[src/rtl/foc_cal_sequencer.sv]
// ---------------------------------------------------------------------------
// FocCalSequencer (module foc_cal_sequencer)
//
// Per-PWM-period scheduler for the FOC current loop. Each accepted period
// tick waits for a fresh ADC sample, then walks the calculation stages in
// order (clarke, park, PI, anti-park, SVPWM). Each stage gets a one-cycle
// enable, and the sequencer then waits for that stage's valid pulse. Stage
// timeouts and period overruns are flagged. The length of the last
// completed sequence is reported.
//
// Ports:
//   sys_clk              system clock
//   reset_n              asynchronous active-low reset
//   sequencer_enable_in  permits new sequences to start
//   foc_tick_in          one-cycle PWM period start
//   sample_valid_in      current ADC sample ready
//   stage_enable_out     one-hot one-cycle stage enables
//                        (bit0 clarke .. bit4 svpwm)
//   stage_valid_in       stage completion pulses, same bit mapping
//   busy_out             sequence in progress
//   foc_done_out         one-cycle pulse when a sequence completes
//   overrun_err_out      sticky: tick arrived while not idle
//   timeout_err_out      sticky: a stage did not answer in time
//   err_stage_out        index of the stage that timed out
//   err_clear_in         clears error flags, leaves ERROR
//   seq_cycles_out       cycles from tick acceptance to done, last sequence
// ---------------------------------------------------------------------------
module foc_cal_sequencer #(
   parameter int TIMEOUT_CYCLES = 255,
   parameter int CNT_WIDTH      = 16
) (
   input  logic                 sys_clk,
   input  logic                 reset_n,
   input  logic                 sequencer_enable_in,
   input  logic                 foc_tick_in,
   input  logic                 sample_valid_in,
   output logic [4:0]           stage_enable_out,
   input  logic [4:0]           stage_valid_in,
   output logic                 busy_out,
   output logic                 foc_done_out,
   output logic                 overrun_err_out,
   output logic                 timeout_err_out,
   output logic [2:0]           err_stage_out,
   input  logic                 err_clear_in,
   output logic [CNT_WIDTH-1:0] seq_cycles_out
);

   typedef enum logic [8:0] {
      IDLE        = 9'b000000001,
      WAIT_SAMPLE = 9'b000000010,
      CLARKE      = 9'b000000100,
      PARK        = 9'b000001000,
      PI          = 9'b000010000,
      ANTI_PARK   = 9'b000100000,
      SVPWM       = 9'b001000000,
      DONE        = 9'b010000000,
      ERROR       = 9'b100000000
   } stateT;

   localparam logic [7:0] TO_LAST = 8'(TIMEOUT_CYCLES - 1);

   stateT                r_state;
   stateT                w_nextState;
   logic [7:0]           r_toCnt;
   logic                 w_timeoutHit;
   logic [2:0]           w_stageIdx;
   logic [4:0]           w_stageEnNext;
   logic [CNT_WIDTH-1:0] r_cycleCnt;
   logic [CNT_WIDTH-1:0] w_cycleInc;
   logic                 w_entering;

   logic [4:0]           r_stageEn;
   logic                 r_busy;
   logic                 r_done;
   logic                 r_overrun;
   logic                 r_timeoutErr;
   logic [2:0]           r_errStage;
   logic [CNT_WIDTH-1:0] r_seqCycles;

   assign w_timeoutHit = (r_toCnt == TO_LAST);
   assign w_entering   = (w_nextState != r_state);
   assign w_cycleInc   = (r_cycleCnt == '1) ? r_cycleCnt : r_cycleCnt + 1'b1;

   // State register.
   always_ff @(posedge sys_clk or negedge reset_n) begin
      if (!reset_n) begin
         r_state <= IDLE;
      end else begin
         r_state <= w_nextState;
      end
   end

   // Next-state logic. In a stage state the stage's own valid bit always
   // beats the timeout, so a valid on the last allowed cycle still advances.
   // Valid bits belonging to other stages are ignored.
   always_comb begin
      w_nextState = r_state;
      w_stageIdx  = 3'd0;
      unique case (r_state)
         IDLE: begin
            if (foc_tick_in && sequencer_enable_in) w_nextState = WAIT_SAMPLE;
         end
         WAIT_SAMPLE: begin
            if (sample_valid_in) w_nextState = CLARKE;
         end
         CLARKE: begin
            w_stageIdx = 3'd0;
            if (stage_valid_in[0])  w_nextState = PARK;
            else if (w_timeoutHit)  w_nextState = ERROR;
         end
         PARK: begin
            w_stageIdx = 3'd1;
            if (stage_valid_in[1])  w_nextState = PI;
            else if (w_timeoutHit)  w_nextState = ERROR;
         end
         PI: begin
            w_stageIdx = 3'd2;
            if (stage_valid_in[2])  w_nextState = ANTI_PARK;
            else if (w_timeoutHit)  w_nextState = ERROR;
         end
         ANTI_PARK: begin
            w_stageIdx = 3'd3;
            if (stage_valid_in[3])  w_nextState = SVPWM;
            else if (w_timeoutHit)  w_nextState = ERROR;
         end
         SVPWM: begin
            w_stageIdx = 3'd4;
            if (stage_valid_in[4])  w_nextState = DONE;
            else if (w_timeoutHit)  w_nextState = ERROR;
         end
         DONE: begin
            w_nextState = IDLE;
         end
         ERROR: begin
            if (err_clear_in) w_nextState = IDLE;
         end
         default: begin
            w_nextState = IDLE;
         end
      endcase
   end

   // Stage enables are registered, so they are decoded from the state being
   // entered; the result is high only for the first cycle in that stage.
   always_comb begin
      w_stageEnNext = 5'b00000;
      if (w_entering) begin
         case (w_nextState)
            CLARKE:    w_stageEnNext = 5'b00001;
            PARK:      w_stageEnNext = 5'b00010;
            PI:        w_stageEnNext = 5'b00100;
            ANTI_PARK: w_stageEnNext = 5'b01000;
            SVPWM:     w_stageEnNext = 5'b10000;
            default:   w_stageEnNext = 5'b00000;
         endcase
      end
   end

   // Per-stage timeout counter: zero on the first cycle of every state and
   // counting up while the state is held. It saturates so that a long wait
   // in a state without a timeout cannot wrap around.
   always_ff @(posedge sys_clk or negedge reset_n) begin
      if (!reset_n) begin
         r_toCnt <= 8'd0;
      end else if (w_entering) begin
         r_toCnt <= 8'd0;
      end else if (r_toCnt != 8'hFF) begin
         r_toCnt <= r_toCnt + 8'd1;
      end
   end

   // Sequence cycle counter. The tick cycle itself is cycle 0, so the
   // counter holds 1 on the first cycle after acceptance. From then on it
   // equals the number of cycles elapsed since the tick, saturating at all
   // ones.
   always_ff @(posedge sys_clk or negedge reset_n) begin
      if (!reset_n) begin
         r_cycleCnt <= '0;
      end else if (r_state == IDLE) begin
         if (w_nextState == WAIT_SAMPLE) r_cycleCnt <= CNT_WIDTH'(1);
      end else begin
         r_cycleCnt <= w_cycleInc;
      end
   end

   // Registered status outputs, all decoded from the state being entered so
   // that they line up with the state they describe. seq_cycles_out takes
   // the count that the DONE cycle will have, so it appears together with
   // foc_done_out.
   always_ff @(posedge sys_clk or negedge reset_n) begin
      if (!reset_n) begin
         r_stageEn   <= 5'b00000;
         r_busy      <= 1'b0;
         r_done      <= 1'b0;
         r_seqCycles <= '0;
      end else begin
         r_stageEn <= w_stageEnNext;
         r_busy    <= (w_nextState != IDLE) && (w_nextState != ERROR);
         r_done    <= (w_nextState == DONE);
         if ((w_nextState == DONE) && w_entering) r_seqCycles <= w_cycleInc;
      end
   end

   // Error flags. A tick outside IDLE is an overrun, except in ERROR, where
   // ticks are ignored. Leaving ERROR clears everything. Elsewhere a clear
   // only removes the overrun flag, and a simultaneous new overrun wins.
   always_ff @(posedge sys_clk or negedge reset_n) begin
      if (!reset_n) begin
         r_overrun    <= 1'b0;
         r_timeoutErr <= 1'b0;
         r_errStage   <= 3'd0;
      end else begin
         if (foc_tick_in && (r_state != IDLE) && (r_state != ERROR)) begin
            r_overrun <= 1'b1;
         end else if (err_clear_in) begin
            r_overrun <= 1'b0;
         end

         if ((r_state == ERROR) && err_clear_in) begin
            r_timeoutErr <= 1'b0;
            r_errStage   <= 3'd0;
         end else if ((w_nextState == ERROR) && w_entering) begin
            r_timeoutErr <= 1'b1;
            r_errStage   <= w_stageIdx;
         end
      end
   end

   assign stage_enable_out = r_stageEn;
   assign busy_out         = r_busy;
   assign foc_done_out     = r_done;
   assign overrun_err_out  = r_overrun;
   assign timeout_err_out  = r_timeoutErr;
   assign err_stage_out    = r_errStage;
   assign seq_cycles_out   = r_seqCycles;

endmodule

[config.mk]
export PLATFORM = sky130hd
export DESIGN_NAME = foc_cal_sequencer
export DESIGN_NICKNAME = d
export VERILOG_FILES = /design/src/rtl/foc_cal_sequencer.sv
export SDC_FILE = /design/constraint.sdc
export NUM_CORES = 1
export LEC_CHECK = 0
export ABC_CLOCK_PERIOD_IN_PS = 3900
export BUFFER_PORTS_ARGS = -buffer_cell sky130_fd_sc_hd__buf_2
export CAP_MARGIN = 20
export CORE_ASPECT_RATIO = 1.75
export CORE_MARGIN = 2
export CORE_UTILIZATION = 60
export CTS_CLUSTER_DIAMETER = 120
export DETAILED_ROUTE_END_ITERATION = 6
export PLACE_DENSITY = 0.87
export REMOVE_ABC_BUFFERS = 1
export SLEW_MARGIN = 40
export SYNTH_ARGS = -nofsm -noshare
export SYNTH_HDL_FRONTEND = slang
export SYNTH_SLANG_ARGS = --single-unit
[constraint.sdc]
create_clock -name sys_clk -period 3.9 [get_ports sys_clk]
set_clock_uncertainty 0.1 [all_clocks]
set_input_delay 0.78 -clock sys_clk [delete_from_list [all_inputs] [get_ports sys_clk]]
set_output_delay 0.78 -clock sys_clk [all_outputs]
set_load 0.01 [all_outputs]
==> results of run 1 <==
==> report_power, final <==
part	internal (mW)	leakage, nW	switching [mW]	total, mW
Sequential	0.722	0.829	0.125	0.847
Combinational	0.219	0.762	0.329	0.548
Clock	0.393	0.116	0.246	0.639
==> registers in the layout (all words and copies together), names as in the netlist <==
signal            flops
seq_cycles_out       16
busy_out              1
err_stage_out         3
r_state               9
timeout_err_out       1
stage_enable_out      5
foc_done_out          1
r_cycleCnt           16
overrun_err_out       1
r_toCnt               8
==> layout make-up <==
cell class                 count  area share
sequential                    61       0.406
clock buffer                  12      0.0413
timing repair buffer          39      0.0532
multi-input combinational    269       0.446
inverter                      10     0.00998
tap                           74      0.0246
clock inverter                 4      0.0186
==> layer usage <==
| metal | GRT usage | share of wire | up-vias |
|---|---|---|---|
| li1 | - | - | 1352 |
| met1 | 0.298 | 0.38 | 1365 |
| met2 | 0.435 | 0.53 | 108 |
| met5 | 0 | 0 | - |
| met3 | 0.0414 | 0.046 | 28 |
| met4 | 0.166 | 0.040 | 0 |
==> how the worst min path moves through the flow <==
| stage | to | depth (start not counted) |
|---|---|---|
| finish | seq_cycles_out[8]$_DFFE_PN0P_ | 1 |
| global route | seq_cycles_out[8]$_DFFE_PN0P_ | 1 |
| CTS | seq_cycles_out[8]$_DFFE_PN0P_ | 1 |
| detailed placement | seq_cycles_out[13]$_DFFE_PN0P_ | 1 |
| global placement | seq_cycles_out[13]$_DFFE_PN0P_ | 1 |
| floorplan | busy_out$_DFF_PN0_ | 0 |
==> synth_stat cells, drive strengths merged (4+ instances only) <==
library cell  instances
dfrtp                60
nand2                37
nor2                 35
o21ai                31
a21oi                26
nor3                 15
xnor2                11
inv                  10
clkbuf                8
nand3                 8
a31oi                 7
buf                   7
xor2                  7
and2                  6
and4                  6
mux2i                 5
nand4                 5
a211oi                4
a21o                  4
and3                  4
nand2b                4
nand3b                4
==> logic make-up (layout without fill, tap and decap cells) <==
kind of cell	after synthesis	count (layout)	share of synthesized area
simple gates	143	143	0.233
compound gates	98	98	0.190
flops	61	61	0.459
buf+inv	25	65	0.0372
xor+xnor	18	18	0.0474
mux	7	7	0.0218
fa+ha+maj	3	3	0.0113
==> worst max-delay path: stages, from the launching register on <==
cell and delay [ns]:
dfrtp_1 0.51, or4_4 0.60, nor2_1 0.17, and2_1 0.41, nand2_1 0.33, o21ai_0 0.23, mux2i_1 0.11
==> summary.md, run 1 <==
| Metric | Value |
|---|---|
| Critical Path RT | 4.02 ns |
| Synth-to-Final Area Change | 13.1% |
| Initial antenna violation count | 0 |
| Final core occ | 0.710 |
| TritonCTS clock tree | done |
| Actual slew at the worst max-slew pin | 0.651 ns |
| R2R setup slack | 1.31 ns |
| Leading cell type in the layout, fill and taps excluded | dfrtp_1 |
| Largest net degree at the start of global routing | 49 |
| Routed wire length | 7340 um |
| RR Startpoint | r_state[3]$_DFF_PN0_ |
| Pre-CTS setup slack | 1.17 ns |
| Top_reg_cell synth | dfrtp_1 |
| Overall power | 2.03 mW |
| CP Capture Type | flip-flop |
| Vias in the first global route | 2705 |
| Register area | 1530 um^2 |
| Worst skew pair latency | 0.35 ns |
| Die Footprint | 6180 um^2 |
| Most frequent cells in the layout | dfrtp_1 (60), buf_2 (37), nor2_1 (35), nand2_1 (35), o21ai_0 (28) |
| Worst vdd ir | 0.000344 V |
| CP Launch Point | r_state[3]$_DFF_PN0_ |
| Final worst slack | 1.31 ns |
| CTS Root Cell | clkbuf_8 |
| Post_cts resized | 0 |
| CP max FO | 11 |
| Post-route antenna net violation count | 0 |
| Hold-fix buffers, CTS | 0 |
| Fin cells | 469 |
| Gpl congestion | 0.940 |
| Post-synth ARST share | 1.00 |
| Wire per inst | 15.7 um |
| Die Ht | 103 um |
| Number of max-cap violations | 0 |
| Fin area | 3760 um^2 |
| # setup viols final | 0 |
| Slew headroom | 0.563 |
| Sequential element share of the synthesized area | 0.459 |
| Slew Limit Fails | 0 |
| Critical Path Source Type | flip-flop |
| Fin crit period | 2.59 ns |
| Mean Syn Cell Area | 9.37 um^2 |
| I/O Pins | 39 |
| Hold Crit Class | in2async |
| Yosys warns | 0 |
| First-pass GRT wire length | 12000 um |
| Die width | 60.3 um |
| Share of cells above drive strength 1 | 0.190 |
| Number of CTS-inserted buffers | 9 |
| Area fraction of the dominant cell type after synthesis | 0.451 |
| Final Cycle Share | 0.665 |
| Mapped cell area | 3330 um^2 |
| Layout Nets | 404 |
| Pwr dens | 541 nW/um^2 |
| Hpwl dp | 5310 um |
| R2R depth | 6 |
| Fmax | 0.386 GHz |
| Buffers on Ports | 38 |
| CORE AREA | 5300 um^2 |
| Num rows | 35 |
| RSZ-0062 raised after global routing | false |
| Setup TNS | 0 ns |
| Via count | 2853 |
| Initial DRC count | 162 |
| Starting Density | 0.628 |
| Status | complete, no violations |
| Placed cell count | 453 |
| R2r endpoint | r_cycleCnt[0]$_DFFE_PN0P_ |
| Sink Count | 61 |
| Setup repair bufs after CTS | 0 |
| Fill count | 404 |
| Multi-input gate area | 1680 um^2 |
| Longest Clk Path Bufs | 2 |
| Hold Vio Cnt, Final | 0 |
| Crit path kind | reg2reg |
| DP Area | 3540 um^2 |
| Synthesized flop and latch total | 61 |
| Hold slack | 0.333 ns |
| Area leader, netlist | dfrtp_1 |
| Diodes inserted | 0 |
| Routed vias/inst | 6.08 |
| Total grt overflow | 0 |
| Top cells by area, synth | dfrtp_1 (45%), o21ai_0 (4.2%), nand2_1 (4.1%) |
| Drt pass-1 iters | 4 |
| Clock-pin slew on the worst setup and hold paths | 0.07 ns |
| Mapped Cells | 355 |
| Post-synthesis cell type count | 58 |
| H-tree depth | 3 |
| EDFF count, synth | 0 |
| WP data arrival | 2.71 ns |
| Crit path to | r_cycleCnt[0]$_DFFE_PN0P_ |
| Drc violations | 0 |
| Total GRT Usage | 0.259 |
| Lkg Pwr | 1.71 nW |
Note: power is estimated with default switching activity, not from simulation.
==> run 2: changes to the inputs <==
ABC_CLOCK_PERIOD_IN_PS = 2520   (was 3900)
CORE_UTILIZATION = 58   (was 60)
PLACE_DENSITY = 0.84   (was 0.87)
clock period = 2.52 ns   (was 3.9 ns; I/O delays follow)
==> run 2 against run 1 <==
Net effect:
- setup slack got worse by 1.3 ns
- total power increased by 59%
- final area increased by 8.5%
- sequential share of layout area decreased by 3.1 points
- routed wire length increased by 15%
- clock-buffer cell count increased by 2
- combinational power increased by 97%
- die area increased by 3.3%
- register-to-register slack got worse by 1.3 ns
==> summary.md, run 2 (same netlist as run 1, synthesis figures left out) <==
| Metric | Value |
|---|---|
| Status | complete, no violations |
| Actual slew at the worst max-slew pin | 0.418 ns |
| Critical Path Source Type | flip-flop |
| Via count | 3022 |
| Worst skew pair latency | 0.34 ns |
| Fin crit period | 2.46 ns |
| Final worst slack | 0.0564 ns |
| Setup TNS | 0 ns |
| Final Cycle Share | 0.978 |
| TritonCTS clock tree | done |
| Gpl congestion | 0.897 |
| Lkg Pwr | 1.86 nW |
| Routed wire length | 8410 um |
| Fmax | 0.406 GHz |
| Wire per inst | 16.7 um |
| Bufs and invs on worst path | 1 |
| Most frequent cells in the layout | dfrtp_1 (56), buf_2 (38), nand2_1 (36), nor2_1 (35), buf_4 (34) |
| Pre-CTS setup slack | 0.0343 ns |
| Sink Count | 61 |
| Buffers on Ports | 38 |
| Crit-path cells | buf_4 -> nor4_4 -> nand2_2 -> or4_4 -> a21oi_2 -> o2111ai_4 -> nor3_2 |
| Worst vdd ir | 0.000542 V |
| R2R depth | 7 |
| RR Startpoint | r_state[3]$_DFF_PN0_ |
| First-pass GRT wire length | 13200 um |
| Slowest cell on crit path | or4_4 |
| Diodes inserted | 0 |
| # setup viols final | 0 |
| Routed vias/inst | 6.00 |
| Vias in the first global route | 2922 |
| Initial antenna violation count | 0 |
| Clock-pin slew on the worst setup and hold paths | 0.07 ns |
| Post-route antenna net violation count | 0 |
| CTS Root Cell | clkbuf_8 |
| CP max FO | 8 |
| Fin cells | 504 |
| Total GRT Usage | 0.278 |
| Initial DRC count | 188 |
| Critical Path RT | 2.68 ns |
| Synth-to-Final Area Change | 22.7% |
| I/O Pins | 39 |
| RSZ-0062 raised after global routing | true |
| Hpwl dp | 5880 um |
| Starting Density | 0.600 |
| Die Ht | 104 um |
| Fill count | 429 |
| H-tree depth | 3 |
| Hold-fix buffers, CTS | 0 |
| Slew Limit Fails | 0 |
| Drt pass-1 iters | 5 |
| R2r endpoint | r_toCnt[0]$_DFFE_PN0P_ |
| Crit path kind | reg2reg |
| Max incr delay on CP | 0.49 ns |
| Hold Crit Class | in2async |
| WP data arrival | 2.62 ns |
| Number of CTS-inserted buffers | 9 |
| Placed cell count | 476 |
| CP Capture Type | flip-flop |
| Share of cells above drive strength 1 | 0.278 |
| Pwr dens | 794 nW/um^2 |
| Cell family with most CP delay | simple AND/OR/NAND/NOR gates |
| Longest Clk Path Bufs | 2 |
| Drc violations | 0 |
| Overall power | 3.24 mW |
| R2R setup slack | 0.06 ns |
| Layout Nets | 438 |
| Total grt overflow | 0 |
| Die width | 61.3 um |
| Number of cells on the critical path | 7 |
| Num rows | 36 |
| Largest net degree at the start of global routing | 62 |
| Number of max-cap violations | 0 |
| Slew headroom | 0.721 |
| Die Footprint | 6380 um^2 |
| CORE AREA | 5540 um^2 |
| Hold Vio Cnt, Final | 0 |
| Leading cell type in the layout, fill and taps excluded | dfrtp_1 |
run 2: cell types whose count changed in the layout (fill, tap and decap cells not counted), sizes merged:
cell	delta
buf	+34
clkinv	-2
bufinv	-1
clkbuf	+2
run 2: what timing repair did:
action	4_1_cts	5_1_grt
buffers inserted	2	11
setup endpoints to repair	1	9
pin swaps	1	9
cloned	0	0
resized for setup	0	17
run 2: final cells by class:
type | count | area [um^2] | share of cell area
well taps | 76 | 95.1 | 0.0233
flip-flops and latches | 61 | 1530 | 0.376
repair buffers | 73 | 465 | 0.114
clock inverters | 1 | 30.0 | 0.00736
multi-input cells | 269 | 1760 | 0.431
clock buffers | 14 | 163 | 0.0399
inverters | 10 | 37.5 | 0.00920
run 2: stage by stage:
step | util | area [um^2] | hold WS (ns)
2_1_floorplan | - | 3240 | 0.108
6_report | 0.737 | 4080 | 0.0543
3_3_place_gp | 0.668 | 3700 | 0.356
3_5_place_dp | 0.668 | 3700 | 0.361
4_1_cts | 0.706 | 3910 | 0.0640
5_1_grt | 0.737 | 4080 | 0.0780
run 2: routing by layer:
metal / track usage / up-vias / wire [um] / part of all wire
li1: - / 1430 / - / -
met1: 0.318 / 1470 / 3130 / 0.37
met2: 0.451 / 98 / 4620 / 0.55
met3: 0.0622 / 24 / 370 / 0.044
met4: 0.161 / 0 / 283 / 0.034
met5: 0 / - / 0 / 0
run 2: worst max path at each step:
stage | slack, ns | to | from
global placement | -0.01 | r_toCnt[2]$_DFFE_PN0P_ | r_state[4]$_DFF_PN0_
detailed placement | 0.03 | r_toCnt[6]$_DFFE_PN0P_ | r_state[4]$_DFF_PN0_
global route | -0.07 | r_toCnt[0]$_DFFE_PN0P_ | r_state[3]$_DFF_PN0_
floorplan | 0.31 | r_toCnt[1]$_DFFE_PN0P_ | r_state[1]$_DFF_PN0_
finish | 0.06 | r_toCnt[0]$_DFFE_PN0P_ | r_state[3]$_DFF_PN0_
CTS | 0.05 | r_toCnt[3]$_DFFE_PN0P_ | r_state[4]$_DFF_PN0_
run 2: power by group:
part | total (mW) | internal (mW) | switching, mW
registers | 1.30 | 1.12 | 0.180
logic | 1.08 | 0.458 | 0.620
clock network | 0.865 | 0.507 | 0.359
